$ cat config.mk
export PLATFORM = sky130hd
export DESIGN_NAME = uart_debug_dumper
export DESIGN_NICKNAME = d
export VERILOG_FILES = /design/src/rtl/uart_dbg_pkg.sv /design/src/rtl/uart_dbg_byte_sel.sv /design/src/rtl/uart_debug_dumper.sv
export SDC_FILE = /design/constraint.sdc
export NUM_CORES = 1
export LEC_CHECK = 0
export CORE_MARGIN = 2
export CORE_UTILIZATION = 40
export CTS_BUF_LIST = sky130_fd_sc_hd__clkbuf_4
export CTS_CLUSTER_DIAMETER = 120
export DETAILED_ROUTE_END_ITERATION = 6
export PLACE_DENSITY_LB_ADDON = 0.25
export SYNTH_ARGS = -nofsm -noshare
export SYNTH_HDL_FRONTEND = slang
export SYNTH_SLANG_ARGS = --single-unit
$ cat constraint.sdc
create_clock -name clk -period 3.4 [get_ports clk]
set_clock_uncertainty 0.05 [all_clocks]
set_input_delay 0.68 -clock clk [delete_from_list [all_inputs] [get_ports clk]]
set_output_delay 0.68 -clock clk [all_outputs]
set_load 0.02 [all_outputs]
$ cat src/rtl/uart_dbg_pkg.sv
// Shared types and constants for the UART debug dumper.
// Optional feature macro: UART_DUMP_CHECKSUM_EN (adds the CSUM state).
package uart_dbg_pkg;

  typedef enum logic [1:0] {
    ST_IDLE = 2'd0,
    ST_HDR  = 2'd1,
    ST_DATA = 2'd2
`ifdef UART_DUMP_CHECKSUM_EN
    ,
    ST_CSUM = 2'd3
`endif
  } state_e;

  localparam logic [7:0] CMD_DUMP_DEF = 8'h73;
  localparam logic [7:0] CMD_STEP_DEF = 8'h6E;
  localparam logic [7:0] HEADER_DEF   = 8'hA5;

  function automatic int bytes_per_word(input int word_w);
    return word_w / 8;
  endfunction

  // Index registers never shrink below one bit, even for a single word/byte.
  function automatic int idx_width(input int n);
    return (n <= 1) ? 1 : $clog2(n);
  endfunction

endpackage

$ cat src/rtl/uart_dbg_byte_sel.sv
// Combinational byte mux over the snapshot bank: word 0 first, MSB byte first.
// Unaffected by UART_DUMP_CHECKSUM_EN.
module uart_dbg_byte_sel #(
  parameter int NUM_WORDS = 8,
  parameter int WORD_W    = 32,
  parameter int BPW       = 4,
  parameter int WIDX_W    = 3,
  parameter int BIDX_W    = 2
) (
  input  logic [NUM_WORDS*WORD_W-1:0] snap,
  input  logic [WIDX_W-1:0]           word_idx,
  input  logic [BIDX_W-1:0]           byte_idx,
  output logic [7:0]                  byte_out
);

  always_comb begin
    byte_out = 8'h00;
    for (int w = 0; w < NUM_WORDS; w++) begin
      for (int b = 0; b < BPW; b++) begin
        // byte index 0 is the most significant byte of the word
        if (word_idx == WIDX_W'(w) && byte_idx == BIDX_W'(b)) begin
          byte_out = snap[w*WORD_W + (BPW-1-b)*8 +: 8];
        end
      end
    end
  end

endmodule

$ cat src/rtl/uart_debug_dumper.sv
// Command-driven snapshot dumper feeding the UART TX FIFO, plus single-step pulse.
// Define UART_DUMP_CHECKSUM_EN to append an XOR checksum byte to each frame.
module uart_debug_dumper
  import uart_dbg_pkg::*;
#(
  parameter int         NUM_WORDS = 8,
  parameter int         WORD_W    = 32,
  parameter logic [7:0] CMD_DUMP  = CMD_DUMP_DEF,
  parameter logic [7:0] CMD_STEP  = CMD_STEP_DEF,
  parameter logic [7:0] HEADER    = HEADER_DEF
) (
  input  logic                        clk,
  input  logic                        rst,
  input  logic [7:0]                  rx_data,
  input  logic                        rx_data_rdy,
  input  logic [NUM_WORDS*WORD_W-1:0] snap_data,
  input  logic                        fifo_full,
  output logic                        fifo_wr_en,
  output logic [7:0]                  fifo_din,
  output logic                        busy,
  output logic                        step_pulse,
  output logic                        cmd_err
);

  localparam int BPW    = bytes_per_word(WORD_W);
  localparam int WIDX_W = idx_width(NUM_WORDS);
  localparam int BIDX_W = idx_width(BPW);

  state_e                      state_q, state_d;
  logic [NUM_WORDS*WORD_W-1:0] snap_q, snap_d;
  logic [WIDX_W-1:0]           widx_q, widx_d;
  logic [BIDX_W-1:0]           bidx_q, bidx_d;
  logic                        step_q, step_d;
  logic                        err_q, err_d;
`ifdef UART_DUMP_CHECKSUM_EN
  logic [7:0]                  csum_q, csum_d;
`endif

  logic       push;
  logic [7:0] push_byte;
  logic [7:0] sel_byte;
  logic       last_byte, last_word;

  uart_dbg_byte_sel #(
    .NUM_WORDS (NUM_WORDS),
    .WORD_W    (WORD_W),
    .BPW       (BPW),
    .WIDX_W    (WIDX_W),
    .BIDX_W    (BIDX_W)
  ) u_byte_sel (
    .snap     (snap_q),
    .word_idx (widx_q),
    .byte_idx (bidx_q),
    .byte_out (sel_byte)
  );

  assign last_byte = (bidx_q == BIDX_W'(BPW - 1));
  assign last_word = (widx_q == WIDX_W'(NUM_WORDS - 1));

  always_comb begin
    state_d   = state_q;
    snap_d    = snap_q;
    widx_d    = widx_q;
    bidx_d    = bidx_q;
    step_d    = 1'b0;
    err_d     = 1'b0;
    push      = 1'b0;
    push_byte = 8'h00;
`ifdef UART_DUMP_CHECKSUM_EN
    csum_d    = csum_q;
`endif

    case (state_q)
      ST_IDLE: begin
        if (rx_data_rdy) begin
          if (rx_data == CMD_DUMP) begin
            snap_d  = snap_data;
            widx_d  = '0;
            bidx_d  = '0;
`ifdef UART_DUMP_CHECKSUM_EN
            csum_d  = 8'h00;
`endif
            state_d = ST_HDR;
          end else if (rx_data == CMD_STEP) begin
            step_d = 1'b1;
          end else begin
            err_d = 1'b1;
          end
        end
      end

      ST_HDR: begin
        if (!fifo_full) begin
          push      = 1'b1;
          push_byte = HEADER;
          state_d   = ST_DATA;
        end
      end

      ST_DATA: begin
        if (!fifo_full) begin
          push      = 1'b1;
          push_byte = sel_byte;
`ifdef UART_DUMP_CHECKSUM_EN
          csum_d    = csum_q ^ sel_byte;
`endif
          if (last_byte) begin
            bidx_d = '0;
            if (last_word) begin
`ifdef UART_DUMP_CHECKSUM_EN
              state_d = ST_CSUM;
`else
              state_d = ST_IDLE;
`endif
            end else begin
              widx_d = widx_q + 1'b1;
            end
          end else begin
            bidx_d = bidx_q + 1'b1;
          end
        end
      end

`ifdef UART_DUMP_CHECKSUM_EN
      ST_CSUM: begin
        if (!fifo_full) begin
          push      = 1'b1;
          push_byte = csum_q;
          state_d   = ST_IDLE;
        end
      end
`endif

      default: state_d = ST_IDLE;
    endcase

    // Commands are only decoded in IDLE; anything arriving mid-frame is dropped.
    if (rx_data_rdy && state_q != ST_IDLE) begin
      err_d = 1'b1;
    end
  end

  always_ff @(posedge clk) begin
    if (rst) begin
      state_q <= ST_IDLE;
      snap_q  <= '0;
      widx_q  <= '0;
      bidx_q  <= '0;
      step_q  <= 1'b0;
      err_q   <= 1'b0;
`ifdef UART_DUMP_CHECKSUM_EN
      csum_q  <= 8'h00;
`endif
    end else begin
      state_q <= state_d;
      snap_q  <= snap_d;
      widx_q  <= widx_d;
      bidx_q  <= bidx_d;
      step_q  <= step_d;
      err_q   <= err_d;
`ifdef UART_DUMP_CHECKSUM_EN
      csum_q  <= csum_d;
`endif
    end
  end

  // Gate the push during reset so an abandoned frame emits nothing more.
  assign fifo_wr_en = push & ~rst;
  assign fifo_din   = (push & ~rst) ? push_byte : 8'h00;
  assign busy       = (state_q != ST_IDLE);
  assign step_pulse = step_q;
  assign cmd_err    = err_q;

endmodule
==> run_results.csv, run 1 <==
group,metric,value,unit
outcome,outcome,"finished with violations",
outcome,violations,"negative setup slack",
placed_design,dp.cells,2516,
floorplanning,die_w,182,um
timing,slew_violations,0,
route,drt.antenna.violating_nets,0,
timing,finalHoldViolCount,0,
power_and_ir_drop,p_per_area,344,mW/mm^2
critical_path,rr_startpoint,"state_q[1]",
synth,synth_top_area_share,41.8,%
critical_path,cp_top_family,"compound AO/OA/AOI/OAI gates",
synth,syn_nets,2075,
synth,synth_area_leader_cell,"dfxtp_1",
timing,max_freq,251,MHz
synth,yosysSeqAreaShare,41.8,%
synth,async_flop_share,0,%
synth,synth_area_per_cell,7.07,um^2
floorplanning,dieArea,0.0331,mm^2
critical_path,cpPeakStageDelay,390,ps
timing,rsz0062_at_grt,"true",
floorplanning,start_util,40.4,%
timing,timing.setup.tns,-3950,ps
route,dr.pass1.iters,5,
critical_path,timing.reg2reg.worst_path_depth,9,
critical_path,path_cells,"buf_6 > ha_4 > buf_4 > buf_4 > nand2_1 > buf_4 > o21ai_0 > o32ai_1 > a31oi_1 > nand3_2 > a221oi_2 > buf_4",
cts,cts_tree,"built",
worst_hold_path,hold-path-cell-count,2,
critical_path,crit_fanout,7,
critical_path,cp-end-kind,"output pin",
grt,grt_overflow,0,
floorplanning,num_rows,65,
floorplanning,coreArea,0.0314,mm^2
critical_path,start_kind,"flip-flop",
cts,clock_path_buffers,3,
synth,synthCells,1793,
cts,cts_htree_levels,3,
synth,netlist_top_cells_area,"dfxtp_1 (42%), nand2_1 (19%), a21oi_1 (13%), o21ai_0 (2.8%), buf_2 (2.3%)",
floorplanning,pin_count,280,
synth,synth_top_flop_cell,"dfxtp_1",
synth,synth_cell_type_count,78,
route,finalWirelength,48000,um
critical_path,crit_required,2670,ps
cts,path_clk_slew,70,ps
synth,synth_edf_count,0,
placed_design,gp_congestion,0.951,
critical_path,cp_slowest_cell,"dfxtp_4",
route,drc,0,
grt,grt_start_max_net_pins,156,
route,dr_total_vias,14300,
critical_path,crit_arrival,3260,ps
synth,synth_common_cells,"nand2_1 (634), a21oi_1 (335), dfxtp_1 (265)",
timing,fin_crit_sh,117,%
grt,grt_pass1_wl,73800,um
grt,grt_use_total,28.1,%
grt,grt_antenna_before_repair,3,
worst_hold_path,hold_path_class,"reg2reg",
power_and_ir_drop,p_leak,6.53,nW
final_layout,nets,2484,
critical_path,path_class,"reg2out",
floorplanning,die_h,182,um
synth,yosysMostFrequentCell,"nand2_1",
power_and_ir_drop,peakVddDrop,0.211,mV
flow_run,drv_cap,0,
critical_path,rrSetupSlack,940,ps
critical_path,cp_num_buf_inv,5,
synth,ys_warn_count,0,
placed_design,hpwl,35200,um
timing,worst_slack,-588,ps
placed_design,io_buffer_count,279,
synth,synth_area,0.0127,mm^2
critical_path,r2r-end,"snap_q[183]",
critical_path,crit_top_cell,"buf_4",
route,wl_per_cell,18.1,um
final_layout,stdcell_count,2650,
worst_hold_path,min_to,"snap_q[37]",
route,viasPerCell,5.40,
timing,final.min_clock_period,3990,ps
timing,finalSetupViolations,8,
cts,clockRootBuffer,"clkbuf_4",
timing,whs,402,ps
timing,tightest_slew,954,ps
cts,cts.sinks,265,
cts,numCtsBuffers,73,
worst_hold_path,hold_path_startpoint,"snap_q[37]",
route,first_iter_violations,1107,
final_layout,drive_above_1_share,18.7,%
final_layout,area_delta_synth_final,46.1,%
cts,clock_latency,700,ps
timing,slew_headroom,36.4,%
grt,grt_pass1_vias,13700,
synth,ys_ff_latch,265,
[repair_timing]
action | in CTS | in global routing
hold buffers | 0 | 0
resized for setup | 160 | 45
setup endpoints to repair | 8 | 8
setup buffers | 8 | 5
pin swaps | 42 | 25
hold endpoints to repair | 0 | 0
[layout by cell type (no fill, tap or decap), types with 7 or more instances in the layout]
cell type / instances
nand2_1: 628
clkdlybuf4s50_1: 270
a221oi_2: 7
inv_1: 11
nor3_1: 11
buf_12: 10
a21oi_1: 328
nand3_1: 22
and3_1: 8
clkbuf_4: 100
nand2b_1: 16
o21a_1: 8
buf_6: 21
o21ai_0: 56
dfxtp_1: 260
nor2_1: 39
o211ai_1: 12
o21ai_1: 19
o22ai_1: 9
buf_4: 171
a31oi_1: 15
clkinv_1: 12
[worst max path at each step]
| stage | start | to | slack [ps] | cells after the start |
|---|---|---|---|---|
| detailed placement | fifo_full | fifo_din[4] | -860 | 11 |
| global route | bidx_q[1] | fifo_din[5] | -640 | 11 |
| global placement | fifo_full | fifo_din[4] | -820 | 11 |
| finish | bidx_q[1] | fifo_din[7] | -590 | 12 |
| floorplan | widx_q[2] | fifo_din[7] | 210 | 12 |
| CTS | bidx_q[1] | fifo_din[7] | -530 | 10 |
[metrics by stage]
step	instance area [um^2]	utilization (%)	worst slack [ps]	power [mW]
final	18500	59.0	-588	6.37
after global routing	18500	59.0	-639	6.63
after CTS	18300	58.3	-531	6.43
after detailed placement	16900	53.7	-864	3.64
after global placement	16900	53.7	-815	3.63
after floorplan	12700	-	210	3.27
[kinds of logic (layout without fill, tap and decap cells)]
kind of cell             after synthesis  after routing  synth area share (%)
AO/OA/AOI/OAI                        553            553                  25.2
adder cells (fa/ha/maj)               14             14                  1.38
buffers and inverters                164            618                  5.56
flip-flops                           265            265                  41.8
multiplexers                           4              4                 0.326
other                                  0              1                     0
AND/OR/NAND/NOR                      793            793                  25.7
[report_power, final]
part	internal, mW	switching (mW)
registers	3.11	0.00348
clock network	1.44	1.36
logic	0.313	0.147
total	4.86	1.51
[per-layer routing]
layer	track usage, %	up-vias	share of wire (%)
met3	4.99	89	7.6
met1	39.1	6685	45
met5	0	-	0
met4	9.61	0	2.5
li1	-	6968	-
met2	43.9	558	45
[final cells by class]
type / instances / area (um^2)
flip-flops and latches: 265 / 5320
clock inverters: 20 / 130
repair buffers: 477 / 4500
multi-input cells: 1364 / 7230
well taps: 402 / 503
clock buffers: 100 / 751
diodes: 1 / 2.50
fillers: 2972 / 12900
inverters: 21 / 91.3
[tightest hold or removal path: stages (launching register included)]
cell,delay [ps]
dfxtp_1,300
nand2_1,50
a21oi_1,50
[flip-flops by register name (all words and copies together) (netlist names)]
register,flops
snap_q,256
widx_q,3
bidx_q,2
state_q,2
cmd_err,1
step_pulse,1
(Power assumes the default switching activity.)
==> run 2: changes to the inputs <==
Clock period 3.4 ns to 4.91 ns, I/O delays scaled along.
==> run 2 against run 1 <==
The flow now finishes without violations. Sequential cell count unchanged. Critical path type unchanged. Sequential share of layout area grew 3.0 points. Count of clock-buffer cells in the layout is 4 higher. Die area unchanged. Final cell count fell by 5.7%. Setup slack better by 740 ps. Power is 31% lower. Non-clock buffer count shrank 148. Worst hold slack improved by 1.4 ps. Clock power fell by 32%.
==> run_results.csv, run 2 (synthesis gave the netlist of run 1 again) <==
group,metric,value,unit
worst_hold_path,hold_path_class,"reg2reg",
route,first_iter_violations,1096,
route,drc,0,
route,wl_per_cell,19.0,um
final_layout,final_cell_mix,"nand2_1 (633), a21oi_1 (335), clkdlybuf4s50_1 (271), dfxtp_1 (262), clkbuf_4 (104)",
floorplanning,coreArea,0.0314,mm^2
grt,grt_antenna_before_repair,1,
critical_path,crit_fanout,11,
final_layout,layout_commonest_cell,"nand2_1",
cts,path_clk_slew,60,ps
final_layout,stdcell_count,2498,
final_layout,fin_util,53.4,%
critical_path,crit_arrival,3730,ps
floorplanning,dieArea,0.0331,mm^2
placed_design,dp.cells,2378,
route,drt.antenna.violating_nets,0,
timing,final.min_clock_period,4760,ps
grt,grt_start_max_net_pins,257,
timing,rsz0062_at_grt,"true",
flow_run,drv_cap,0,
power_and_ir_drop,peakVddDrop,0.127,mV
critical_path,crit_required,3880,ps
worst_hold_path,hold-path-cell-count,2,
grt,grt_use_total,27.7,%
route,finalWirelength,47400,um
final_layout,largest_reg_flops,256,
grt,grt_overflow,0,
placed_design,gp_congestion,0.953,
power_and_ir_drop,p_per_area,261,mW/mm^2
final_layout,area_delta_synth_final,32.3,%
cts,hold_buffers,0,
final_layout,largest_register,"snap_q",
floorplanning,die_w,182,um
floorplanning,pin_count,280,
cts,clock_path_buffers,3,
cts,clock_latency,660,ps
grt,grt_pass1_vias,13100,
critical_path,start_kind,"flip-flop",
final_layout,drive_above_1_share,9.12,%
critical_path,cp-end-kind,"output pin",
cts,cts_htree_levels,3,
route,viasPerCell,5.46,
cts,cts.sinks,265,
route,dr.pass1.iters,5,
timing,fin_crit_sh,96.9,%
final_layout,nets,2335,
floorplanning,die_h,182,um
final_layout,fillCellCount,3060,
placed_design,hpwl,34100,um
power_and_ir_drop,p_leak,5.77,nW
outcome,outcome,"finished, final reports clean",
cts,cts_tree,"built",
route,dr_total_vias,13600,
cts,numCtsBuffers,72,
grt,grt_pass1_wl,72100,um
final_layout,reg_top3,"snap_q: 256 flops, widx_q: 3 flops",
critical_path,timing.reg2reg.worst_path_depth,8,
critical_path,path_class,"reg2out",
floorplanning,num_rows,65,
timing,finalSetupViolations,0,
timing,slew_violations,0,
cts,clockRootBuffer,"clkbuf_4",
placed_design,io_buffer_count,279,
timing,tightest_slew,1110,ps
timing,max_freq,210,MHz
timing,finalHoldViolCount,0,
floorplanning,start_util,40.4,%
timing,slew_headroom,26.2,%
## run 2: cell types whose count changed in the layout (fill, tap and decap cells not counted), moves of 6 or more
cell	change
o21ai_1	-11
buf_4	-129
a31oi_1	+7
a21oi_2	-6
a21oi_1	+7
buf_6	-19
o21ai_0	+14
## run 2: critical path, stage by stage, from the launching register on
cell and delay, ps:
dfxtp_2 400, inv_1 130, ha_4 230, inv_2 200, buf_4 270, a31oi_1 100, o21ai_0 330, a2111oi_0 180
a21oi_1 350, o21ba_1 240, clkdlybuf4s50_1 620
## run 2: per-stage QoR
| stage | hold slack [ps] | setup slack (ps) | cell area [um^2] | total power, mW | TNS (ps) |
|---|---|---|---|---|---|
| 2_1_floorplan | 381 | 1210 | 12700 | 2.27 | 0 |
| 3_3_place_gp | 391 | 86.0 | 15800 | 2.51 | 0 |
| 3_5_place_dp | 397 | 41.9 | 15800 | 2.51 | 0 |
| 4_1_cts | 405 | -76.0 | 16700 | 4.41 | -217 |
| 5_1_grt | 421 | -2.72 | 16800 | 4.55 | -4.32 |
| 6_report | 403 | 150 | 16800 | 4.37 | 0 |
## run 2: metal layers
metal	GRT usage, %	share of wire [%]
met1	38.0	44
met2	42.8	44
met3	6.30	8.9
met4	9.42	2.4
met5	0	0
## run 2: path summary, 6_finish.rpt
check / slack, ps / startpoint / end
worst max-delay path: 150 / bidx_q[0] / fifo_din[6]
worst min-delay path: 400 / snap_q[37] / snap_q[37]
worst max register to register: 2080 / state_q[1] / snap_q[84]
worst min register to register: 400 / snap_q[37] / snap_q[37]
## run 2: power breakdown
part / internal [mW] / switching [mW] / leakage [nW]
Combinational: 0.207 / 0.0967 / 3.11
Sequential: 2.15 / 0.00312 / 2.14
Clock: 1.01 / 0.895 / 0.523
Total: 3.37 / 0.995 / 5.77
## run 2: cell type report
class / instances / area (um^2) / area share (%)
Timing Repair Buffer: 329 / 3260 / 19.4
Antenna cell: 1 / 2.50 / 0.0149
Clock buffer: 104 / 781 / 4.66
Multi-Input combinational cell: 1364 / 6760 / 40.3
Clock inverter: 12 / 73.8 / 0.440
Tap cell: 402 / 503 / 3.00
Sequential cell: 265 / 5310 / 31.7
Inverter: 21 / 82.6 / 0.492
## run 2: repair_timing
action	CTS	global route
setup endpoints to repair	8	7
pin swaps	0	2
setup buffers	2	1
resized for setup	14	17
